--- src/rtl/mini_ctrl_seq.sv ---
// Multi-cycle instruction sequencer: IDLE -> DECODE -> EXEC (x EXEC_CYCLES) -> WB.
// Optional retired-instruction counter enabled by defining MINI_CTRL_RETIRE_CNT_EN.
//
// state  | meaning
// IDLE   | waiting for an instruction, instr_ready high unless flush
// DECODE | IR fields presented, exec counter cleared
// EXEC   | counting EXEC_CYCLES cycles
// WB     | rf_we and done asserted for one cycle
module mini_ctrl_seq #(
  parameter int EXEC_CYCLES = 1
) (
  input  logic       clk,
  input  logic       rst_n,
  input  logic       instr_valid,
  input  logic [7:0] instr,
  input  logic       flush,
  output logic       instr_ready,
  output logic [1:0] alu_sel,
  output logic [1:0] rf_ra,
  output logic [1:0] rf_rb,
  output logic [1:0] rf_wa,
  output logic       rf_we,
  output logic       done,
  output logic       busy
`ifdef MINI_CTRL_RETIRE_CNT_EN
  ,
  output logic [7:0] retired_cnt
`endif
);

  localparam logic [1:0] S_IDLE   = 2'd0;
  localparam logic [1:0] S_DECODE = 2'd1;
  localparam logic [1:0] S_EXEC   = 2'd2;
  localparam logic [1:0] S_WB     = 2'd3;

  localparam logic [1:0] EXEC_LAST = 2'(EXEC_CYCLES - 1);

  logic [1:0] state_q, state_d;
  logic [7:0] ir_q, ir_d;
  logic [1:0] cnt_q, cnt_d;
  logic       accept;

  assign instr_ready = (state_q == S_IDLE) && !flush;
  assign accept      = instr_valid && instr_ready;

  always_comb begin
    state_d = state_q;
    ir_d    = ir_q;
    cnt_d   = cnt_q;
    case (state_q)
      S_IDLE: begin
        if (accept) begin
          ir_d    = instr;
          state_d = S_DECODE;
        end
      end
      S_DECODE: begin
        cnt_d   = 2'd0;
        state_d = flush ? S_IDLE : S_EXEC;
      end
      S_EXEC: begin
        cnt_d = cnt_q + 2'd1;
        if (flush) begin
          state_d = S_IDLE;
        end else if (cnt_q == EXEC_LAST) begin
          state_d = S_WB;
        end
      end
      S_WB: begin
        state_d = S_IDLE;
      end
    endcase
  end

  always_ff @(posedge clk or negedge rst_n) begin
    if (!rst_n) begin
      state_q <= S_IDLE;
      ir_q    <= 8'h00;
      cnt_q   <= 2'd0;
    end else begin
      state_q <= state_d;
      ir_q    <= ir_d;
      cnt_q   <= cnt_d;
    end
  end

  // Field outputs come straight from IR so they hold their value through IDLE.
  assign alu_sel = ir_q[7:6];
  assign rf_wa   = ir_q[5:4];
  assign rf_ra   = ir_q[3:2];
  assign rf_rb   = ir_q[1:0];

  assign rf_we = (state_q == S_WB);
  assign done  = (state_q == S_WB);
  assign busy  = (state_q != S_IDLE);

`ifdef MINI_CTRL_RETIRE_CNT_EN
  logic [7:0] ret_q, ret_d;

  // A flush sampled in WB still retires, since rf_we fired in that cycle.
  always_comb begin
    ret_d = ret_q;
    if (state_q == S_WB) begin
      ret_d = ret_q + 8'd1;
    end
  end

  always_ff @(posedge clk or negedge rst_n) begin
    if (!rst_n) begin
      ret_q <= 8'h00;
    end else begin
      ret_q <= ret_d;
    end
  end

  assign retired_cnt = ret_q;
`endif

endmodule

--- config.mk ---
export PLATFORM = sky130hd
export DESIGN_NAME = mini_ctrl_seq
export DESIGN_NICKNAME = d
export VERILOG_FILES = /design/src/rtl/mini_ctrl_seq.sv
export SDC_FILE = /design/constraint.sdc
export NUM_CORES = 1
export LEC_CHECK = 0
export BUFFER_PORTS_ARGS = -buffer_cell sky130_fd_sc_hd__buf_2
export CORE_MARGIN = 4
export CORE_UTILIZATION = 35
export DETAILED_ROUTE_END_ITERATION = 10
export GPL_TIMING_DRIVEN = 0
export SYNTH_ARGS = -nofsm -noshare
export SYNTH_HDL_FRONTEND = slang
export SYNTH_SLANG_ARGS = --single-unit
--- constraint.sdc ---
create_clock -name clk -period 2.6 [get_ports clk]
set_input_delay 0.78 -clock clk [delete_from_list [all_inputs] [get_ports clk]]
set_output_delay 0.78 -clock clk [all_outputs]
set_load 0.01 [all_outputs]
== Word-level counts from Yosys, hierarchy flattened ==
Cells that the tools add are included.

* Equal/unequal tests: 5
* Reductions and logical operators: 9
* Add/subtract/negate cells: 1
* Mux-type cells: 6

{| class="wikitable"
|+ Operators with widths
! cell !! count
|-
| $mux W2 || 4
|-
| $pmux W2 S4 || 1
|-
| $eq A2 B2 Y1 const B || 2
|-
| $logic_not A2 Y1 || 2
|-
| $pmux W2 S2 || 1
|-
| $reduce_and A2 Y1 || 2
|-
| $reduce_bool A2 Y1 || 2
|-
| $ne A3 B3 Y1 const B || 1
|-
| $add A2 B1 Y2 const B || 1
|-
| $eq A2 B1 Y1 const B || 1
|-
| $logic_and A1 B1 Y1 || 2
|-
| $ne A2 B2 Y1 const B || 1
|-
| $logic_not A1 Y1 || 1
|}

* Output and inout port bits: 12
* Bits of input ports: 12
* Logic and storage cells: 24
* Register bits after elaboration: 12

== Logic depth before layout (Yosys ltp) ==
* Depth in word-level cells: 5
* Depth in mapped cells: 5
* Mapped depth without buffers: 5

== Worst setup path after synthesis ==
No wires, ideal clock.

* Path kind: input port to output port
* Start: input flush
* End: output instr_ready
* Data required time: 1.820 ns
* Data arrival time: 0.924 ns
* Path slack: 0.896 ns
* Path buffers: 0
* Cell stages on the path: 1
* Cells stage by stage: nor2b_4

* Word-level cells in the longest chain between the ends: 2

{| class="wikitable"
|+ Ends and longest elaborated chain
! what !! RTL line !! text
|-
| from (decl) || 16 || <nowiki>input logic flush,</nowiki>
|-
| $logic_not A1 Y1 || 43 || <nowiki>assign instr_ready = (state_q == S_IDLE) && !flush;</nowiki>
|-
| $logic_and A1 B1 Y1 || 43 ||
|-
| to (decl) || 17 || <nowiki>output logic instr_ready,</nowiki>
|}

Every way passes these cells.

== Worst setup path in the final report ==
* Start: register state_q[0]
* End: output instr_ready

* Word-level cells in the longest chain between the ends: 2

{| class="wikitable"
|+ Ends and longest elaborated chain
! what !! RTL line !! text
|-
| from (decl) || 38 || <nowiki>logic [1:0] state_q, state_d;</nowiki>
|-
| from (signal assigned) || 81 || <nowiki>state_q <= state_d;</nowiki>
|-
| $logic_not A2 Y1 || 43 ||
|-
| $logic_and A1 B1 Y1 || 43 ||
|}

Every way passes these cells.

==> run_summary.xml <==
<?xml version="1.0" encoding="UTF-8"?>
<metrics>
  <group name="timing">
    <metric name="setup_viol" unit="">0</metric>
    <metric name="report.final.hold_viol_count" unit="">0</metric>
    <metric name="period_share" unit="">0.824</metric>
    <metric name="tightestPinTransition" unit="ns">0.282</metric>
    <metric name="relSlewSlack" unit="">0.812</metric>
    <metric name="rsz0062_at_grt" unit="">false</metric>
    <metric name="final-max-slew-violation-count" unit="">0</metric>
    <metric name="min_period" unit="ns">2.14</metric>
    <metric name="timing.setup.tns" unit="ns">0</metric>
    <metric name="finClkSkew" unit="ns">0.00221</metric>
    <metric name="layout_setup_ws" unit="ns">0.459</metric>
    <metric name="fmax" unit="MHz">467</metric>
  </group>
  <group name="logic_synthesis">
    <metric name="yosys_most_used_dff" unit="">sky130_fd_sc_hd__dfrtp_1</metric>
    <metric name="postSynthAreaPerCell" unit="µm²">12.7</metric>
    <metric name="yosys-top-cells-area" unit="">sky130_fd_sc_hd__dfrtp_1 (50%), sky130_fd_sc_hd__mux2_2 (15%), sky130_fd_sc_hd__ha_1 (13%)</metric>
    <metric name="number_of_enable_flip_flop_cells_after_synthesis" unit="">0</metric>
    <metric name="postSynthRegisterBits" unit="">12</metric>
    <metric name="post_synth_arst_share" unit="">1.00</metric>
    <metric name="synth.largest_area_cell" unit="">sky130_fd_sc_hd__dfrtp_1</metric>
    <metric name="synth_top_cells_by_count" unit="">sky130_fd_sc_hd__dfrtp_1 (12), sky130_fd_sc_hd__mux2_2 (8), sky130_fd_sc_hd__ha_1 (6), sky130_fd_sc_hd__inv_1 (6), sky130_fd_sc_hd__o21ai_0 (3)</metric>
    <metric name="synth-seq-area-share" unit="">0.504</metric>
    <metric name="mappedNetlistArea" unit="µm²">596</metric>
    <metric name="yosys_warnings" unit="">0</metric>
    <metric name="synth_top_area_share" unit="">0.504</metric>
    <metric name="synth_cell_types" unit="">16</metric>
    <metric name="synthCells" unit="">47</metric>
    <metric name="postSynthNetCount" unit="">65</metric>
    <metric name="synth.most_common_cell" unit="">sky130_fd_sc_hd__dfrtp_1</metric>
  </group>
  <group name="job">
    <metric name="timing.max_cap.violations" unit="">0</metric>
  </group>
  <group name="clock_tree">
    <metric name="post_cts_hold_fix_bufs" unit="">0</metric>
    <metric name="tritoncts_num_sinks" unit="">12</metric>
    <metric name="clockRootBuffer" unit="">sky130_fd_sc_hd__clkbuf_4</metric>
    <metric name="clock_tree.buffer_depth" unit="">2</metric>
    <metric name="cts_tree" unit="">built</metric>
    <metric name="post_cts.resized_instances" unit="">0</metric>
    <metric name="worst_skew_pair.late_latency" unit="ns">0.27</metric>
    <metric name="depth_of_the_cts_h_tree" unit="">1</metric>
    <metric name="worst_setup_hold_path_clk_slew" unit="ns">0.08</metric>
    <metric name="cts_inserted_buffers" unit="">3</metric>
    <metric name="number_of_buffers_inserted_by_post_cts_setup_repair" unit="">0</metric>
  </group>
  <group name="global_route">
    <metric name="grt_pass1_wl" unit="mm">1.82</metric>
    <metric name="grt_max_degree" unit="">13</metric>
    <metric name="antenna_found_initial" unit="">0</metric>
    <metric name="grt_pass1_vias" unit="">428</metric>
    <metric name="grt_util_all_layers" unit="">0.0962</metric>
    <metric name="globalRouteOverflowTotal" unit="">0</metric>
  </group>
  <group name="pwr">
    <metric name="ir_worst_vdd" unit="µV">518</metric>
    <metric name="total_power" unit="µW">852</metric>
    <metric name="power.density_cell_area" unit="nW/µm²">1110</metric>
    <metric name="leakage_power" unit="nW">0.405</metric>
  </group>
  <group name="placed_design">
    <metric name="dp_slack" unit="ns">0.619</metric>
    <metric name="buffer_ports.inserted" unit="">23</metric>
    <metric name="post-dp-hpwl" unit="µm">808</metric>
    <metric name="routabilityCongestion" unit="">0.764</metric>
  </group>
  <group name="routing">
    <metric name="drt-pass1-iter-count" unit="">1</metric>
    <metric name="detail_route.wirelength" unit="mm">1.02</metric>
    <metric name="antenna_left" unit="">0</metric>
    <metric name="post_drt_wl_per_cell" unit="µm">11.3</metric>
    <metric name="vias" unit="">415</metric>
    <metric name="detailedRoute.firstIterationViolations" unit="">0</metric>
    <metric name="route.detailed.vias_per_inst" unit="">4.61</metric>
    <metric name="route.detailed.drc" unit="">0</metric>
  </group>
  <group name="cells_and_area">
    <metric name="antenna_cells_inserted" unit="">0</metric>
    <metric name="syn_to_final_growth" unit="%">28.8</metric>
    <metric name="final_core_utilization" unit="">0.492</metric>
    <metric name="drive_above_1_share" unit="">0.514</metric>
    <metric name="layout.nets" unit="">93</metric>
  </group>
  <group name="critical_path">
    <metric name="critical_path_arrival" unit="ns">1.36</metric>
    <metric name="worstSetupStartpointType" unit="">flip-flop</metric>
    <metric name="critPathRequiredTime" unit="ns">1.82</metric>
    <metric name="endpoint_kind" unit="">output port</metric>
    <metric name="critical_path_peak_fanout" unit="">4</metric>
    <metric name="setup.worst_path.class" unit="">reg2out</metric>
    <metric name="slowest_delay" unit="ns">0.42</metric>
    <metric name="path_cells" unit="">inv_1, ha_1, nor2b_4, buf_2</metric>
    <metric name="slowest_stage" unit="">sky130_fd_sc_hd__dfrtp_1</metric>
  </group>
  <group name="die">
    <metric name="initial_core_util" unit="">0.382</metric>
    <metric name="total_die_area" unit="µm²">2430</metric>
    <metric name="die_width" unit="µm">49.3</metric>
    <metric name="die_height" unit="µm">49.3</metric>
    <metric name="core_area" unit="µm²">1560</metric>
    <metric name="boundaryPins" unit="">24</metric>
    <metric name="core.rowCount" unit="">14</metric>
  </group>
  <group name="run_status">
    <metric name="result_of_the_run" unit="">complete, no violations</metric>
  </group>
  <group name="worst_hold_path">
    <metric name="min-delay-path-class" unit="">in2async</metric>
  </group>
</metrics>
==> layout make-up <==
cell class	instances	area, µm²
Buffer	1	7.51
Clock buffer	4	36.3
Fill cell	146	792
Inverter	6	22.5
Multi-Input combinational cell	28	265
Sequential cell	12	300
Tap cell	16	20.0
Timing Repair Buffer	23	115
==> cells in the final DEF (no fill, tap or decap) <==
cell type and instances:
sky130_fd_sc_hd__o21ai_0 3, sky130_fd_sc_hd__nand3_1 2, sky130_fd_sc_hd__o21a_1 1, sky130_fd_sc_hd__mux2i_1 1, sky130_fd_sc_hd__inv_1 6, sky130_fd_sc_hd__nor2b_4 1
sky130_fd_sc_hd__buf_2 23, sky130_fd_sc_hd__dfrtp_1 12, sky130_fd_sc_hd__clkbuf_8 1, sky130_fd_sc_hd__ha_1 6, sky130_fd_sc_hd__nor3b_1 1, sky130_fd_sc_hd__buf_4 1
sky130_fd_sc_hd__clkbuf_4 3, sky130_fd_sc_hd__a21oi_1 1, sky130_fd_sc_hd__nand2_4 1, sky130_fd_sc_hd__mux2_2 8, sky130_fd_sc_hd__nand2b_1 1, sky130_fd_sc_hd__a221o_1 1
sky130_fd_sc_hd__nor2_1 1
==> through the flow <==
| step | area (µm²) | hold WS, ns | std cells |
|---|---|---|---|
| floorplan | 596 | 0.484 | 47 |
| global placement | 731 | 0.482 | 86 |
| detailed placement | 731 | 0.488 | 86 |
| CTS | 767 | 0.381 | 90 |
| global route | 767 | 0.375 | 90 |
| finish | 767 | 0.380 | 90 |
==> report_power, final <==
part	internal (mW)	switching, mW	total, mW	leakage, nW
logic	0.201	0.191	0.392	0.237
registers	0.273	0.0416	0.314	0.147
clock network	0.0850	0.0604	0.145	0.0210
total	0.559	0.293	0.852	0.405
==> flip-flops by register name, summed over array words and instances (netlist names) <==
name	count
cnt_q	2
ir_q	8
state_q	2
==> final timing paths <==
kind,slack [ns],endpoint,cells after the start,startpoint
worst max-delay path,0.46,instr_ready,4,state_q[0]
worst min-delay path,0.38,ir_q[4],1,rst_n
worst max register to register,1.12,ir_q[5],5,state_q[0]
worst min register to register,0.50,ir_q[1],1,ir_q[1]
max in group asynchronous,2.00,state_q[1],1,rst_n
min in group clk,0.50,ir_q[1],1,ir_q[1]
==> metal layers <==
| metal | up-vias | GRT usage | part of all wire |
|---|---|---|---|
| li1 | 214 | - | - |
| met1 | 190 | 0.111 | 0.47 |
| met2 | 11 | 0.163 | 0.47 |
| met3 | 0 | 0.0459 | 0.050 |
| met4 | 0 | 0.0142 | 0 |
| met5 | - | 0 | 0 |
==> logic make-up after synthesis <==
logic type	share of synthesized area
adder cells (fa/ha/maj)	0.126
buffers and inverters	0.0504
AO/OA/AOI/OAI	0.0630
AND/OR/NAND/NOR	0.0882
multiplexers	0.168
flip-flops	0.504
==> worst max-delay path: cells and delay by family (launching register included) <==
family | cells | cell delay [ns]
fa+ha+maj | 1 | 0.22
buf+inv | 2 | 0.26
flops | 1 | 0.42
simple gates | 1 | 0.19
Power figures use the tool's default switching activity.
